===== config.mk =====
export PLATFORM = sky130hd
export DESIGN_NAME = writeback
export DESIGN_NICKNAME = d
export VERILOG_FILES = /design/src/rtl/writeback_pkg.sv /design/src/rtl/writeback_reg_file.sv /design/src/rtl/writeback.sv
export SDC_FILE = /design/constraint.sdc
export NUM_CORES = 1
export LEC_CHECK = 0
export ABC_AREA = 1
export CORE_MARGIN = 3
export CORE_UTILIZATION = 40
export DETAILED_ROUTE_END_ITERATION = 8
export SKIP_LAST_GASP = 1
export SYNTH_ARGS = -nofsm -noshare
export SYNTH_HDL_FRONTEND = slang
export SYNTH_SLANG_ARGS = --single-unit

===== constraint.sdc =====
create_clock -name clock -period 1.7 [get_ports clock]
set_input_delay 0.255 -clock clock [delete_from_list [all_inputs] [get_ports clock]]
set_output_delay 0.255 -clock clock [all_outputs]
set_load 0.02 [all_outputs]

===== src/rtl/writeback_pkg.sv =====
// writeback_pkg: shared encodings, sizes and condition-code helper for the writeback slice
package writeback_pkg;
  localparam int NUM_REGS = 8;
  localparam int DATA_W = 16;
  localparam int IDX_W = 3;
  localparam logic [1:0] WB_ALU = 2'd0;
  localparam logic [1:0] WB_MEM = 2'd1;
  localparam logic [1:0] WB_PC = 2'd2;
  localparam logic [1:0] WB_NPC = 2'd3;
  localparam int PSR_N = 2;
  localparam int PSR_Z = 1;
  localparam int PSR_P = 0;
  function automatic logic [2:0] cond_codes(input logic [DATA_W-1:0] v);
    logic [2:0] cc;
    cc = '0;
    cc[PSR_N] = v[DATA_W-1];
    cc[PSR_Z] = (v == '0);
    cc[PSR_P] = !v[DATA_W-1] && (v != '0);
    return cc;
  endfunction
endpackage


===== src/rtl/writeback_reg_file.sv =====
// wb_reg_file: eight-entry register file, one synchronous write port, two asynchronous read ports
module wb_reg_file
  import writeback_pkg::*;
(
  input  logic              clock,
  input  logic              reset,
  input  logic              we,
  input  logic [IDX_W-1:0]  wa,
  input  logic [DATA_W-1:0] wd,
  input  logic [IDX_W-1:0]  ra1,
  input  logic [IDX_W-1:0]  ra2,
  output logic [DATA_W-1:0] rd1,
  output logic [DATA_W-1:0] rd2
);
  logic [NUM_REGS-1:0][DATA_W-1:0] regs_q, regs_d;
  always_comb begin
    regs_d = regs_q;
    if (we) regs_d[wa] = wd;
  end
  always_ff @(posedge clock) begin
    if (reset) regs_q <= '0;
    else regs_q <= regs_d;
  end
  // No bypass: reads see the stored value until the write edge has passed
  assign rd1 = regs_q[ra1];
  assign rd2 = regs_q[ra2];
endmodule


===== src/rtl/writeback.sv =====
// writeback: selects the write-back source, updates the register file and the NZP condition codes
module writeback
  import writeback_pkg::*;
(
  input  logic              clock,
  input  logic              reset,
  input  logic              enable_writeback,
  input  logic [DATA_W-1:0] npc,
  input  logic [1:0]        W_control_in,
  input  logic [DATA_W-1:0] aluout,
  input  logic [DATA_W-1:0] pcout,
  input  logic [DATA_W-1:0] memout,
  input  logic [IDX_W-1:0]  sr1,
  input  logic [IDX_W-1:0]  sr2,
  input  logic [IDX_W-1:0]  dr,
  output logic [DATA_W-1:0] d1,
  output logic [DATA_W-1:0] d2,
  output logic [2:0]        psr
);
  logic [DATA_W-1:0] wdata;
  logic [2:0] psr_q, psr_d;
  always_comb begin
    wdata = (W_control_in == WB_ALU) ? aluout :
            (W_control_in == WB_MEM) ? memout :
            (W_control_in == WB_PC)  ? pcout : npc;
    psr_d = enable_writeback ? cond_codes(wdata) : psr_q;
  end
  always_ff @(posedge clock) begin
    if (reset) psr_q <= '0;
    else psr_q <= psr_d;
  end
  assign psr = psr_q;
  wb_reg_file u_rf (
    .clock(clock),
    .reset(reset),
    .we(enable_writeback),
    .wa(dr),
    .wd(wdata),
    .ra1(sr1),
    .ra2(sr2),
    .rd1(d1),
    .rd2(d2)
  );
endmodule


After elaboration in Yosys (flattened, before gate mapping)
Cells that the tools add are included.
{"block": "totals", "regBits": 131, "in_bits": 78, "output_inout_bits": 35, "wordCells": 31}
{"block": "classes", "magnitude_cmp": 4, "eq_ne": 2, "n_mux": 10, "n_reduce_logical": 6}
{"operator": "bitwise mux 128 bit", "n": 1}
{"operator": "binary-select mux 16 bit (select 3 bit)", "n": 2}
{"operator": "2-to-1 mux 16 bit", "n": 6}
{"operator": "demux 16 bit (select 3 bit)", "n": 1}
{"operator": "zero test 16 bit", "n": 1}
{"operator": "nonzero test 16 bit", "n": 1}
{"operator": "< comparator 3 x 4 -> 1 bit (second input constant)", "n": 3}
{"operator": ">= comparator 3 x 1 -> 1 bit (second input constant)", "n": 1}
{"operator": "equality test 2 x 1 -> 1 bit (second input constant)", "n": 1}
{"operator": "equality test 2 bit (second input constant)", "n": 1}
{"operator": "logical AND 1 bit", "n": 2}
{"operator": "zero test 2 bit", "n": 1}
{"operator": "zero test 1 bit", "n": 1}

Depth between registers and ports, before layout
Gate-level depths: netlist of the first run.
{"block": "logic_depth", "ltp_word": 6, "depth_mapped": 14, "ltp_nobuf": 13}

Modules after synthesis
A second synthesis of the first run with hierarchy kept.
{"block": "unflattened", "hier_cells": 1468, "area_unflattened_um2": 8210.4}
{"module": "wb_reg_file", "n_inst": 1, "cells_per_inst": 1294, "area_per_inst_um2": 7409.6, "seq_area_each_um2": 2562.5}
{"module": "writeback", "n_inst": 1, "cells_per_inst": 174, "area_per_inst_um2": 800.8, "seq_area_each_um2": 60.1}

Least setup slack after synthesis of the first run
No wires, ideal clock.
{"block": "synth_path", "path_kind": "input to output", "start": "input sr1[1]", "end": "output d1[0]", "t_arrival_ns": 1.424, "required_ns": 1.445, "slack_ns": 0.021, "cell_stages": 6, "n_path_buf": 2, "path_cell_list": "clkbuf_1 clkbuf_1 o21ai_0 o21ai_0 a21oi_1 a31oi_1"}
{"block": "synth_via", "elab_chain_len": 2}
{"item": "start: declaration", "line": "writeback.sv:13", "text": "input logic [IDX_W-1:0] sr1,"}
{"item": "binary-select mux 16 bit (select 3 bit)", "line": "writeback_reg_file.sv:25", "text": "assign rd1 = regs_q[ra1];"}
{"item": "2-to-1 mux 16 bit (implied by the code)", "line": "writeback_reg_file.sv:25"}
{"item": "end: declaration", "line": "writeback.sv:16", "text": "output logic [DATA_W-1:0] d1,"}
No other way between the ends. The select of a mux whose other input is x is not followed.

Worst setup path after layout of the first run
{"block": "layout_path", "start": "register u_rf.regs_q[87] (netlist name)", "end": "output d1[7]"}
{"block": "layout_via", "elab_chain_len": 2}
{"item": "start: declaration", "line": "writeback_reg_file.sv:15", "text": "logic [NUM_REGS-1:0][DATA_W-1:0] regs_q, regs_d;"}
{"item": "start signal: assignment", "line": "writeback_reg_file.sv:22", "text": "else regs_q <= regs_d;"}
{"item": "binary-select mux 16 bit (select 3 bit)", "line": "writeback_reg_file.sv:25"}
{"item": "2-to-1 mux 16 bit (implied by the code)", "line": "writeback_reg_file.sv:25"}
No other way between the ends. The select of a mux whose other input is x is not followed.

==> results of run 1 <==
==> power by group <==
group          switching, W  leakage, nW  internal (W)
registers         0.0000667         1.08       0.00319
clock network       0.00153        0.291       0.00233
logic               0.00121         4.16      0.000919
==> worst max-delay path, delay by kind of cell, from the launching register on <==
kind | cells | cell delay (ps)
simple gates | 2 | 110
compound gates | 3 | 420
buf+inv | 2 | 260
flops | 1 | 340
==> timing repair <==
item                                    in CTS  in global routing
resized for setup                          374                 85
pin swaps                                   48                 62
setup buffers                                6                 13
endpoints found under the setup margin      32                 34
cloned                                       3                  2
==> routing by layer <==
metal	global-route usage	routed length [um]	part of all wire	up-vias
met1	0.3584	12860	0.43	4120
li1	-	-	-	4502
met3	0.05201	2039	0.068	91
met5	0	0	0	-
met4	0.1486	1498	0.050	0
met2	0.4429	13490	0.45	396
==> cells by family after synthesis <==
group,after synthesis,share of synthesized area
flip-flops,131,0.3374
AND/OR/NAND/NOR,333,0.1812
buffers and inverters,319,0.1590
AO/OA/AOI/OAI,491,0.3224
==> state kept, by name, indices dropped and copies added, names as in the netlist <==
| name | cells |
|---|---|
| u_rf.regs_q | 128 |
| psr | 3 |
==> placed cells by master (no fill, tap or decap), types with 17 or more instances in the layout <==
| cell | Yosys | layout |
|---|---|---|
| nand2_1 | 107 | 103 |
| buf_12 | 0 | 24 |
| dfxtp_2 | 0 | 33 |
| a21oi_1 | 196 | 150 |
| nor2_1 | 178 | 164 |
| dfxtp_1 | 131 | 98 |
| nand2_2 | 15 | 17 |
| inv_2 | 5 | 33 |
| clkdlybuf4s50_1 | 0 | 71 |
| a31oi_1 | 32 | 23 |
| clkbuf_16 | 0 | 18 |
| buf_4 | 2 | 141 |
| o21ai_1 | 2 | 60 |
| inv_1 | 224 | 191 |
| o21ai_0 | 258 | 188 |
| a21oi_2 | 1 | 47 |
==> area by class of cell <==
class                      count  share of cell area
sequential                   131              0.2347
tap                          260             0.02866
clock buffer                  18             0.03780
multi-input combinational    825              0.3769
clock inverter                14             0.01587
inverter                     231             0.07770
timing repair buffer         264              0.2284
==> path summary, 6_finish.rpt <==
path,startpoint,endpoint,slack (ps)
setup / recovery,u_rf.regs_q[87],d1[7],-90
setup reg to reg,u_rf.regs_q[96],u_rf.regs_q[96],690
hold / removal,reset,u_rf.regs_q[37],310
hold reg to reg,psr[0],psr[0],480
==> stage by stage <==
step / setup slack, ps / power, W / cells / instance area (sq um)
2_1_floorplan: 21.32 / 0.004240 / 1274 / 7774
3_3_place_gp: -932.6 / 0.005212 / 1687 / 10080
3_5_place_dp: -929.5 / 0.005226 / 1687 / 10080
4_1_cts: -118.1 / 0.009164 / 1728 / 10990
5_1_grt: -184.6 / 0.009605 / 1743 / 11350
6_report: -90.52 / 0.009244 / 1743 / 11350
==> impl_metrics.tcl, run 1 <==
set metrics [dict create \
    fin_util 0.6009 \
    max_stage_delay_ps 340 \
    yosysTopAreaCell "dfxtp_1" \
    vias 9109 \
    initial_core_util 0.4115 \
    final_antenna_net_count 0 \
    avgSynthCellArea_sq_um 6.102 \
    grt_pass1_wl_um 46910 \
    die_w_um 145.4 \
    synth_area_leaders "dfxtp_1, o21ai_0, a21oi_1" \
    num_rows 50 \
    cts_root_buffer "clkbuf_16" \
    synth_nets 1352 \
    worstSetupPathType "flip-flop to output port" \
    yosys_warnings 0 \
    crit_chain "inv_4 -> a21oi_2 -> o21ai_1 -> nand2_1 -> nor2_1 -> a31oi_1 -> buf_4" \
    nFillCells 1818 \
    worst_skew_pair.late_latency_ps 420 \
    vias_per_cell 5.226 \
    ios 113 \
    fmax_mhz 558.5 \
    critPathRequiredTime_ps 1440 \
    cts_tree "built" \
    async_flop_share 0 \
    crit_path_end_kind "output port" \
    setup_viol_count_final 29 \
    reg2regPathDepth 5 \
    globalRouteOverflowTotal 0 \
    grt_util_all_layers 0.2780 \
    dr.pass1.iters 5 \
    htreeDepth 4 \
    ir_drop_mv 0.6876 \
    multiInputGateArea_sq_um 4279 \
    tightest_slew_ps 530.6 \
    cts_made_buffers 17 \
    rsz0062_at_grt "true" \
    relSlewSlack 0.6459 \
    leakage_nw 5.529 \
    netlist_instances 1274 \
    worstPathArrival_ps 1540 \
    clock_sinks 131 \
    drt_iter0_markers 764 \
    crit_path_top_delay_cell "dfxtp_2" \
    synth_edf_count 0 \
    hold_viol_final 0 \
    dieArea_sq_um 21140 \
    core_region_area_sq_um 18890 \
    ys_ff_latch 131 \
    yosysMostFrequentCell "o21ai_0" \
    post-route-period-util 1.053 \
    route.detailed.drc 0 \
    crit_fanout 3 \
    wl_per_cell_um 17.15 \
    min_period_ps 1791 \
    maxCapViolCount 0 \
    dp_hpwl_um 20420 \
    powerDensity_nw_per_um2 814.3 \
    portBuffers 112 \
    place_congestion 0.8947 \
    finClkSkew_ps 0 \
    clockBufferDepth 2 \
    area_delta_synth_final_pct 46.03 \
    ys_types 26 \
    violations "negative setup slack" \
    finalSetupTns_ps -1195 \
    yosysSeqAreaShare 0.3374 \
    hold-worst-slack_ps 306.2 \
    drive_above_1_share 0.2758 \
    grt_antenna_before_repair 0 \
    worst_slack_ps -90.52 \
    grt_max_degree 66 \
    ys_top_cells_by_count "o21ai_0, inv_1, a21oi_1" \
    antenna_cells 0 \
    path_clk_slew_ps 60 \
    hold_class "input port to flip-flop" \
    synth_flop_cell "dfxtp_1" \
    grt_pass1_vias 8684 \
    status "finished, violations left" \
    die_y_um 145.4 \
    whs_path_depth 4 \
    finalMaxSlewViolations 0 \
    ff_latch_area_sq_um 2664 \
    syn_area_sq_um 7774 \
    final_nets 1548 \
    wirelength_um 29900 \
    startpoint_type "flip-flop" \
    synth_top_area_frac 0.3374 \
    hold_buffers 0 \
]
No activity file was read; power rests on OpenSTA's default activity.
==> inputs of run 2 (changes only) <==
Settings changed: CORE_UTILIZATION 40 to 35, CTS_BUF_LIST set to sky130_fd_sc_hd__clkbuf_8.
==> run 2 against run 1 <==
The flow still finishes with violations (negative setup slack). Clock-buffer cell count up 1. Setup slack worse by 100 ps. Routed wire length down 0.64%. Worst hold slack worse by 200 ps. Final cell count up 0.52%. Critical path type unchanged. Critical endpoint is now d2[15]. Largest power group is now registers.
==> impl_metrics.tcl, run 2 (synthesized netlist as in run 1, its figures left out) <==
set metrics [dict create \
    status "finished, violations left" \
    violations "negative setup slack" \
    htreeDepth 4 \
    relSlewSlack 0.7624 \
    crit_path_top_delay_cell "dfxtp_2" \
    hp-start "reset" \
    reg2regPathDepth 6 \
    clock_sinks 131 \
    num_rows 53 \
    fmax_mhz 527.7 \
    ir_drop_mv 0.5999 \
    die_w_um 155.0 \
    max_stage_delay_ps 330 \
    route.detailed.drc 0 \
    grt_antenna_before_repair 0 \
    r2r_start "u_rf.regs_q[91]" \
    placed_area_sq_um 10160 \
    grt_pass1_wl_um 45550 \
    initial_core_util 0.3629 \
    vias 8814 \
    dieArea_sq_um 24030 \
    min_period_ps 1895 \
    grt_pass1_vias 8163 \
    regMostFlops "u_rf.regs_q" \
    dr.pass1.iters 5 \
    drive_above_1_share 0.2729 \
    antenna_cells 0 \
    powerDensity_nw_per_um2 723.2 \
    core_region_area_sq_um 21420 \
    wl_per_cell_um 16.95 \
    area_delta_synth_final_pct 41.43 \
    hold_viol_final 0 \
    hold-worst-slack_ps 102.1 \
    worst_r2r_endpoint "u_rf.regs_q[91]" \
    grt_max_degree 56 \
    finalSetupTns_ps -2476 \
    min_to "psr[0]" \
    clockBufferDepth 2 \
    mostFrequentLayoutCell "inv_1" \
    cts_tree "built" \
    dp_hpwl_um 21680 \
    crit_top_cell "buf_4" \
    hold_class "input port to flip-flop" \
    hold_buffers 0 \
    maxCapViolCount 0 \
    critPathRequiredTime_ps 1440 \
    grt_util_all_layers 0.2417 \
    largest_reg_flops 128 \
    post-route-period-util 1.115 \
    crit_chain "inv_2 -> buf_4 -> a21oi_2 -> o21ai_2 -> nand2_1 -> nor2_1 -> a31oi_1 -> buf_4" \
    fin_area_sq_um 10990 \
    worst_skew_pair.late_latency_ps 460 \
    drt_iter0_markers 535 \
    tightest_slew_ps 352.7 \
    vias_per_cell 5.031 \
    wirelength_um 29710 \
    worstPathArrival_ps 1640 \
    die_y_um 155.0 \
    setup_viol_count_final 32 \
    r2r_slack_ps 750 \
    cts_root_buffer "clkbuf_8" \
    leakage_nw 5.371 \
    ios 113 \
    crit_path_end_kind "output port" \
    rsz0062_at_grt "true" \
    crit_fanout 2 \
    place_congestion 0.9279 \
    worst_slack_ps -195.1 \
    final_nets 1542 \
    mostFrequentLayoutCells "inv_1, o21ai_0, nor2_1" \
    worstSetupPathType "flip-flop to output port" \
    finClkSkew_ps 0 \
    startpoint_type "flip-flop" \
    cp-startpoint "u_rf.regs_q[95]" \
    finalMaxSlewViolations 0 \
    cts_made_buffers 17 \
    final_antenna_net_count 0 \
    whs_path_depth 2 \
    path_clk_slew_ps 80 \
    globalRouteOverflowTotal 0 \
    portBuffers 112 \
]
run 2: changes by cell type in the layout (fill, tap and decap cells not counted), sizes merged, moves of 2 or more:
cell	change
clkinvlp	+3
clkinv	-2
bufinv	-2
clkdlybuf4s50	-2
buf	-5
run 2: final cells by class:
| cell class | instances | area (sq um) |
|---|---|---|
| clock buffer | 19 | 261.5 |
| clock inverter | 13 | 128.9 |
| fill | 2188 | 10430 |
| inverter | 231 | 880.8 |
| multi-input combinational | 824 | 4253 |
| sequential | 131 | 2668 |
| tap | 275 | 344.1 |
| timing repair buffer | 259 | 2459 |
run 2: worst max-delay path by stage:
stage	end	slack (ps)	cells past startpoint
after global routing	d2[15]	-300	8
after floorplan	d1[0]	20	6
after global placement	d2[9]	-890	10
after detailed placement	d2[9]	-900	10
final	d2[15]	-200	8
after CTS	d2[1]	-180	8
run 2: repair_timing:
| item | in CTS | in global routing |
|---|---|---|
| endpoints found under the setup margin | 33 | 35 |
| endpoints found under the hold margin | 0 | 0 |
| cloned | 2 | 0 |
| buffers inserted | 5 | 1 |
| gates resized for setup | 374 | 75 |
| pin swaps | 42 | 37 |
run 2: routing by layer:
metal | track usage | vias up | wire length, um
met1 | 0.3206 | 3971 | 13110
met4 | 0.08537 | 0 | 840
li1 | - | 4475 | -
met5 | 0 | - | 0
met2 | 0.3955 | 321 | 13750
met3 | 0.04339 | 47 | 2000
run 2: worst max-delay path, delay by kind of cell (launching register included):
kind / cells / cell delay (ps)
compound gates: 3 / 390
buf+inv: 3 / 340
simple gates: 2 / 120
flops: 1 / 330
run 2: report_power, final:
part	internal, W	total, W	switching [W]
combinational	0.000878	0.00206	0.00118
clock	0.00125	0.00264	0.00139
sequential	0.00318	0.00326	0.0000720
total	0.00531	0.00795	0.00264
run 2: per-stage QoR:
step	std cells	utilization	setup slack (ps)	power, W
floorplan	1274	-	21.32	0.004240
global placement	1713	0.4743	-890.1	0.005222
detailed placement	1713	0.4743	-901.7	0.005236
CTS	1751	0.5045	-177.9	0.007920
global route	1752	0.5133	-297.7	0.008307
finish	1752	0.5133	-195.1	0.007951
